===== src/rtl/instr_encode.sv =====
// Packs decoded instruction fields into the 30-bit DungV word and queues it in a small FIFO.
// Define INSTR_ENC_CHECK_EN to drop illegal ALU-ext bundles and flag them on err.
module instr_encode #(
  parameter int unsigned DEPTH = 4,
  parameter int unsigned CNT_W = 8
) (
  input  logic             clk,
  input  logic             rst,
  input  logic             in_valid,
  output logic             in_ready,
  input  logic [1:0]       in_flag,
  input  logic [3:0]       in_oper,
  input  logic [5:0]       in_rega,
  input  logic [5:0]       in_regb,
  input  logic [15:0]      in_imm,
  input  logic [1:0]       in_mem_op,
  input  logic [9:0]       in_maddr,
  output logic             out_valid,
  input  logic             out_ready,
  output logic [29:0]      out_instr,
  output logic [CNT_W-1:0] issued,
  output logic             err
);

  localparam int unsigned AW = (DEPTH > 1) ? $clog2(DEPTH) : 1;
  localparam int unsigned CW = AW + 1;
  localparam logic [CW-1:0] FullCnt = CW'(DEPTH);

  logic [29:0]      mem_q [DEPTH];
  logic [AW-1:0]    wr_ptr_q, rd_ptr_q;
  logic [CW-1:0]    count_q, count_d;
  logic [CNT_W-1:0] issued_q;
  logic [29:0]      word;
  logic             full, push, push_en, pop;

  always_comb begin
    word = '0;
    case (in_flag)
      2'd1: word = {12'b0, in_regb, in_rega, in_oper, 2'd1};
      2'd2: begin
        if (in_oper == 4'd2) begin
          word = {12'b0, in_regb, in_rega, 4'd2, 2'd2};
        end else if (in_oper == 4'd3) begin
          word = {2'b0, in_imm, in_rega, 4'd3, 2'd2};
        end else begin
          word = '0;
        end
      end
      2'd3: begin
        if (in_mem_op == 2'd1 || in_mem_op == 2'd2) begin
          word = {10'b0, in_maddr, in_rega, in_mem_op, 2'd3};
        end else begin
          word = {in_imm, in_maddr, in_mem_op, 2'd3};
        end
      end
      default: word = '0;
    endcase
  end

  assign full      = (count_q == FullCnt);
  assign in_ready  = !full;
  assign out_valid = (count_q != '0);
  assign out_instr = mem_q[rd_ptr_q];
  assign issued    = issued_q;
  assign push      = in_valid && in_ready;
  assign pop       = out_valid && out_ready;

`ifdef INSTR_ENC_CHECK_EN
  logic illegal;
  logic err_q;

  assign illegal = (in_flag == 2'd2) && (in_oper != 4'd2) && (in_oper != 4'd3);
  assign push_en = push && !illegal;
  assign err     = err_q;

  always_ff @(posedge clk) begin
    if (rst) begin
      err_q <= 1'b0;
    end else begin
      err_q <= push && illegal;
    end
  end
`else
  assign push_en = push;
  assign err     = 1'b0;
`endif

  always_comb begin
    count_d = count_q;
    case ({push_en, pop})
      2'b10:   count_d = count_q + 1'b1;
      2'b01:   count_d = count_q - 1'b1;
      default: count_d = count_q;
    endcase
  end

  always_ff @(posedge clk) begin
    if (rst) begin
      wr_ptr_q <= '0;
      rd_ptr_q <= '0;
      count_q  <= '0;
      issued_q <= '0;
    end else begin
      count_q <= count_d;
      if (push_en) begin
        wr_ptr_q <= (wr_ptr_q == AW'(DEPTH - 1)) ? '0 : wr_ptr_q + 1'b1;
      end
      if (pop) begin
        rd_ptr_q <= (rd_ptr_q == AW'(DEPTH - 1)) ? '0 : rd_ptr_q + 1'b1;
        if (issued_q != '1) begin
          issued_q <= issued_q + 1'b1;
        end
      end
    end
  end

  // Storage is not reset; occupancy alone decides what is valid.
  always_ff @(posedge clk) begin
    if (push_en) begin
      mem_q[wr_ptr_q] <= word;
    end
  end

endmodule

===== config.mk =====
export PLATFORM = sky130hd
export DESIGN_NAME = instr_encode
export DESIGN_NICKNAME = d
export VERILOG_FILES = /design/src/rtl/instr_encode.sv
export SDC_FILE = /design/constraint.sdc
export NUM_CORES = 1
export LEC_CHECK = 0
export BUFFER_PORTS_ARGS = -buffer_cell sky130_fd_sc_hd__clkbuf_2
export CAP_MARGIN = 15
export CORE_ASPECT_RATIO = 1.2
export CORE_MARGIN = 2
export CORE_UTILIZATION = 58
export CTS_BUF_LIST = sky130_fd_sc_hd__clkbuf_2
export DETAILED_ROUTE_END_ITERATION = 12
export PLACE_DENSITY = 0.91
export SYNTH_ARGS = -nofsm -noshare
export SYNTH_HDL_FRONTEND = slang
export SYNTH_SLANG_ARGS = --single-unit

===== constraint.sdc =====
create_clock -name clk -period 2.5 [get_ports clk]
set_clock_uncertainty 0.15 [all_clocks]
set_input_delay 0 -clock clk [delete_from_list [all_inputs] [get_ports clk]]
set_output_delay 0 -clock clk [all_outputs]
set_load 0.05 [all_outputs]

======== After elaboration in Yosys (flattened, before gate mapping) ========
Memory sizes are Yosys's and may differ from the RTL's. A register that Yosys moved wholly into a read port is not among the register bits.
Cells that the tools add are included.
word-level totals
  register bits ........................... 15
  memory bits (writable) .................. 120
  bits of input ports ..................... 50
  word-level logic and storage cells ...... 41
  memories ................................ 1
memory list
  name   words  bits a word  rd ports  clocked after memory_dff  write ports  RTL line  RTL
  mem_q  4      30           1         1                         1            29        logic [29:0] mem_q [DEPTH];
cells by class
  add/sub/neg operators ................... 5
  eq/ne operators ......................... 13
  muxes and demuxes ....................... 11
  reduce and logical (&&, ||, !) cells .... 7
operators with widths
  kind                                                                    number
  30-bit one-hot mux with 3 select lines                                  1
  28-bit 2-to-1 mux                                                       2
  30-bit 2-to-1 mux                                                       1
  2-bit equality test (second input constant)                             6
  8-bit by 1-bit adder with 8-bit output (second input constant)          1
  4-bit by 2-bit equality test with 1-bit output (second input constant)  2
  2-bit 2-to-1 mux                                                        4
  8-bit inequality test (second input constant)                           1
  2-bit by 1-bit equality test with 1-bit output (second input constant)  3
  3-bit one-hot mux with 2 select lines                                   1
  2-bit by 1-bit adder with 2-bit output (second input constant)          2
  3-bit by 1-bit adder with 3-bit output (second input constant)          1
  3-bit equality test (second input constant)                             1
  3-bit nonzero test                                                      1
  3-bit by 1-bit subtractor with 3-bit output (second input constant)     1
  1-bit logical AND                                                       2
  1-bit 2-to-1 mux                                                        2
  2-bit AND reduction                                                     1
  2-bit nonzero test                                                      1
  1-bit zero test                                                         1
  1-bit logical OR                                                        1

======== Logic depth before layout (Yosys ltp) ========
  depth in word-level cells ............... 5
  mapped depth ............................ 9

======== Least setup slack after synthesis ========
Ideal clock, no wire load.
  kind .................................... reg-to-reg
  start ................................... register count_q[1]
  end ..................................... register count_q[2]
  setup time .............................. 0.071 ns
  arrival time ............................ 2.176 ns
  required time ........................... 2.279 ns
  setup slack ............................. 0.103 ns
  cell stages (with the launch flop) ...... 10
  buffers on the path ..................... 1
  cells stage by stage .................... dfxtp_1 -> or3b_1 -> buf_2 -> nand2_2 -> ha_1 -> inv_1 -> fa_1 -> xor2_1 -> or3_1 -> a21oi_1
between the ends
  word-level cells in the longest chain between the ends .. 5
  elaborated cells on any way between the ends .. 11
RTL lines
  what                                                                                   RTL line  RTL
  start: declaration                                                                     31        logic [CW-1:0] count_q, count_d;
  start signal: assignment                                                               104       count_q <= count_d;
  3-bit equality test *                                                                  60        assign full = (count_q == FullCnt);
  1-bit zero test *                                                                      61        assign in_ready = !full;
  via in_ready                                                                           10        output logic in_ready,
  1-bit logical AND *                                                                    65        assign push = in_valid && in_ready;
  2-bit by 1-bit equality test with 1-bit output or 2-bit equality test (tied branches)  90        case ({push_en, pop})
  3-bit one-hot mux with 2 select lines or 2-bit nonzero test (tied branches)            --
The timed path passes the listed nets; every way through them passes the cells marked *.
A chain may end at the register's enable or synchronous reset.

======== Worst setup path in the final report ========
  start ................................... input in_flag[0]
  end ..................................... memory mem_q[1][6] (data pin)
between the ends
  word-level cells in the longest chain between the ends .. 2
  elaborated cells on any way between the ends .. 4
RTL lines
  what                                                                                   RTL line  RTL
  start: declaration                                                                     11        input logic [1:0] in_flag,
  2-bit equality test or 2-bit by 1-bit equality test with 1-bit output (tied branches)  38        case (in_flag)
  30-bit one-hot mux with 3 select lines *                                               38
  via word[6]                                                                            33        logic [29:0] word;
  end: declaration                                                                       29
Marks and branches as above.

==> metrics list <==
- The worst setup path is captured at a flop.
- After clock tree synthesis, the clock-pin slew on the worst setup and hold paths is 190 ps.
* Internal power: around 3.8 mW
* Footprint of the multi-input gates: between 0.0015 and 0.002 mm^2
- Total core area: between 0.009 and 0.01 mm^2
- Along the worst path, the maximum fanout reaches 14.
* Unrepaired setup endpoints after global routing: no
- The total count of hold-check failures in the final report came to 0.
* Leak pwr: ~2.7 nW
* WL/cell: roughly 21 um
- The Yosys step of the flow raised 0 warnings.
- Count of pins on the block boundary: 91
- Number of setup violations in the final report: 0
- Measured on the finished design, the core utilization comes to 73.6%.
- Fin cells: 630
- The routed design could run at a clock period as short as approximately 2400 ps.
- Sequential area share after synthesis: between 60% and 70%
- RD Place Congestion: between 0.7 and 0.8
* Max Freq: ~410 MHz
- Yosys instantiated no cell more often than edfxtp_1.
- The mapped netlist covers 0.00580 mm^2.
- Status: finished, final reports clean
- Gr usage total: 25.6%
- Cell area power density: around 860 mW/mm^2
- The number of global-route vias before repair came to between 3k and 4k.
- In this run the biggest area consumer among cell types represents 62.1% of the synthesized area.
- Buffers inserted during clock tree synthesis total 17.
* Proportion of layout cells with a drive suffix above 1: between 30 and 40%
- Of the total power, the share spent switching nets is about two fifths.
- Worst-skew pair later-pin latency: ~700 ps
- The initial antenna violation count came to 0.
- A synthesized cell averages around 18 um^2.
- Data arrives at the worst endpoint at between 2000 and 3000 ps.
- Across the run, the number of max-cap violations was 0.
* Total negative slack: 0 ps
- Post-synthesis cell type with the largest combined area: edfxtp_1
- TritonCTS built the clock tree.
- First-pass iteration count of the detailed router: 5
* Die outline height: 114 um
- After filler insertion, the fill cell instance count of the layout stands at 599.
- Via-per-instance ratio: between 5 and 6
* Combinational power share: between 30% and 40%
- Main area contributors after synthesis: edfxtp_1 (62%), mux4_2 (12%), dfxtp_1 (5.9%)
* Period Utilization, post-route: between 90 and 100%
- The area growth from synthesis to layout is 25.1%.
- Input and output buffers added on the ports amount to 89.
- Area enclosed by the die boundary: 0.0108 mm^2
- The critical path in this run is classified as in -> reg.
- 1st-iter DRT viols: ~370
* Sink count of the clock tree: 137
* Remaining number of nets flagged by the antenna check after routing: 0
- In the routed design, unresolved DRC markers number 0.
- Power comes to 6.21 mW.
- The clock network burns 17.9% of the power.
* DP Wirelength: between 7000 and 8000 um
- Number of cells produced by synthesis: 327
- Clock Root Buffer: clkbuf_2
- The first global-routing pass estimated around 20000 um of wire.
- Initial core utilization: 58.8%
- Synthesized net count: just under 400
- Entering global routing, the biggest net connects 31 pins.
* Reg-to-reg slack, setup: around 150 ps
* Worst Setup Start Kind: input pin
- After detailed placement, the design holds a cell count of roughly 530.
- The final max-slew violation count came to 0.
- For this run, the leading register cell type out of synthesis is edfxtp_1.
- Detailed routing inserted a total of ~3.7k vias.
- The min-delay analysis places its worst path in the category in -> reg.
- After synthesis, the netlist uses 47 different library cells.
- Proportion of register bits with asynchronous set or reset after synthesis: 0%
- Registers take between 0.003 and 0.004 mm^2.
- Critical path data required time: between 2000 and 3000 ps
* Max-slew headroom at the worst pin: a little over half
* Number of enable flip-flop cells after synthesis: 120
- Grt total ovfl: 0
- Routed wire length: between 10000 and 15000 um
* Die width: 95.3 um
* Count of standard-cell rows: 40
- Summed over all nets, the switching power comes to approximately 2.4 mW.
- Peak VDD IR: slightly above 0.0005 V
- List of most frequent post-synthesis cells: edfxtp_1 (120), mux4_2 (30), mux2i_1 (21)
- Counting flops and latches in the post-synthesis netlist gives about 140.
* H-tree levels: 4
- Sequential fraction of design power: a little under half
* Number of antenna diodes: 0
- At the end of the flow, the number of nets in the layout was 550.
* Slew at the pin closest to its max-slew limit: 680 ps
* Maximum buffer depth of the clock tree: 2
## metrics by stage
step	cell area, um^2	setup slack [ps]	hold slack, ps
final	7250	74.2	50.6
after global routing	7250	18.1	24.9
after detailed placement	6380	115	229
after CTS	7230	64.2	26.0
after global placement	6380	208	221
after floorplan	5800	103	-71.6
## layout by cell type, fill, tap and decap left out, types with 6 or more instances in the layout
cell type | synthesis | layout
inv_1 | 8 | 8
mux4_2 | 30 | 30
a21oi_1 | 8 | 7
nand2_1 | 8 | 8
mux2i_1 | 21 | 21
clkbuf_2 | 0 | 106
buf_4 | 4 | 8
ha_1 | 7 | 6
and3_1 | 6 | 6
dfxtp_1 | 17 | 13
edfxtp_1 | 120 | 120
dlygate4sd3_1 | 0 | 65
a22o_1 | 8 | 8
nor2_1 | 16 | 16
o2bb2ai_1 | 6 | 6
## kinds of logic (layout without fill, tap and decap cells)
kind of cell / count (synthesis) / in the layout / share of synthesized area (%)
buffers and inverters: 25 / 202 / 2.29
muxes: 52 / 52 / 15.5
other: 1 / 1 / 0.0647
and+or+nand+nor: 53 / 53 / 5.22
adders and majority gates: 8 / 8 / 1.86
AOI/OAI and AO/OA: 46 / 46 / 6.00
DFF: 137 / 137 / 68.0
xor gates and xnor gates: 5 / 5 / 1.08
## critical path, stage by stage
cell,delay [ps]
dlygate4sd3_1,530
clkbuf_2,230
nor4b_4,300
nand2_1,100
dlygate4sd3_1,570
nand2_1,250
o2bb2ai_1,190
dlygate4sd3_1,640
## layout make-up
type,count,share of cell area [%]
Sequential cell,137,54.5
Clock buffer,17,1.17
Inverter,8,0.414
Tap cell,126,2.17
Clock inverter,14,1.52
Timing Repair Buffer,163,16.2
Multi-Input combinational cell,165,24.1
## what timing repair did
| item | in CTS | in global routing |
|---|---|---|
| buffers inserted | 0 | 0 |
| setup endpoints to repair | 0 | 11 |
| gates resized for setup | 0 | 8 |
| hold endpoints to repair | 257 | 0 |
| hold buffers | 65 | 0 |
## worst paths after layout
check                                start          end  cells after the start
worst max-delay path            in_flag[0]  mem_q[1][6]                      8
worst min-delay path                   rst   count_q[2]                      3
worst max register to register  count_q[2]   count_q[2]                      8
worst min register to register  count_q[2]   count_q[2]                      2
## metal layers
layer / part of all wire [%] / wire length [um] / track usage (%) / vias to the layer above
li1: - / - / - / 1667
met1: 35 / 4540 / 29.9 / 1794
met2: 53 / 6830 / 43.3 / 229
met3: 9.1 / 1180 / 8.65 / 36
met4: 3.1 / 399 / 10.5 / 0
met5: 0 / 0 / 0 / -
## power groups by stage
stage / logic [mW] / registers [mW] / clock network [mW]
4_1_cts: 2.23 / 2.84 / 1.11
3_5_place_dp: 2.14 / 2.89 / 0
3_3_place_gp: 2.11 / 2.87 / 0
2_1_floorplan: 1.64 / 2.90 / 0
5_1_grt: 2.38 / 2.87 / 1.21
6_report: 2.24 / 2.85 / 1.11
## flip-flops by register name (all words and copies together), names as in the netlist, named ones only
name,count
count_q,3
rd_ptr_q,2
mem_q,120
wr_ptr_q,2
issued,8
No activity file was read; power rests on OpenSTA's default activity.
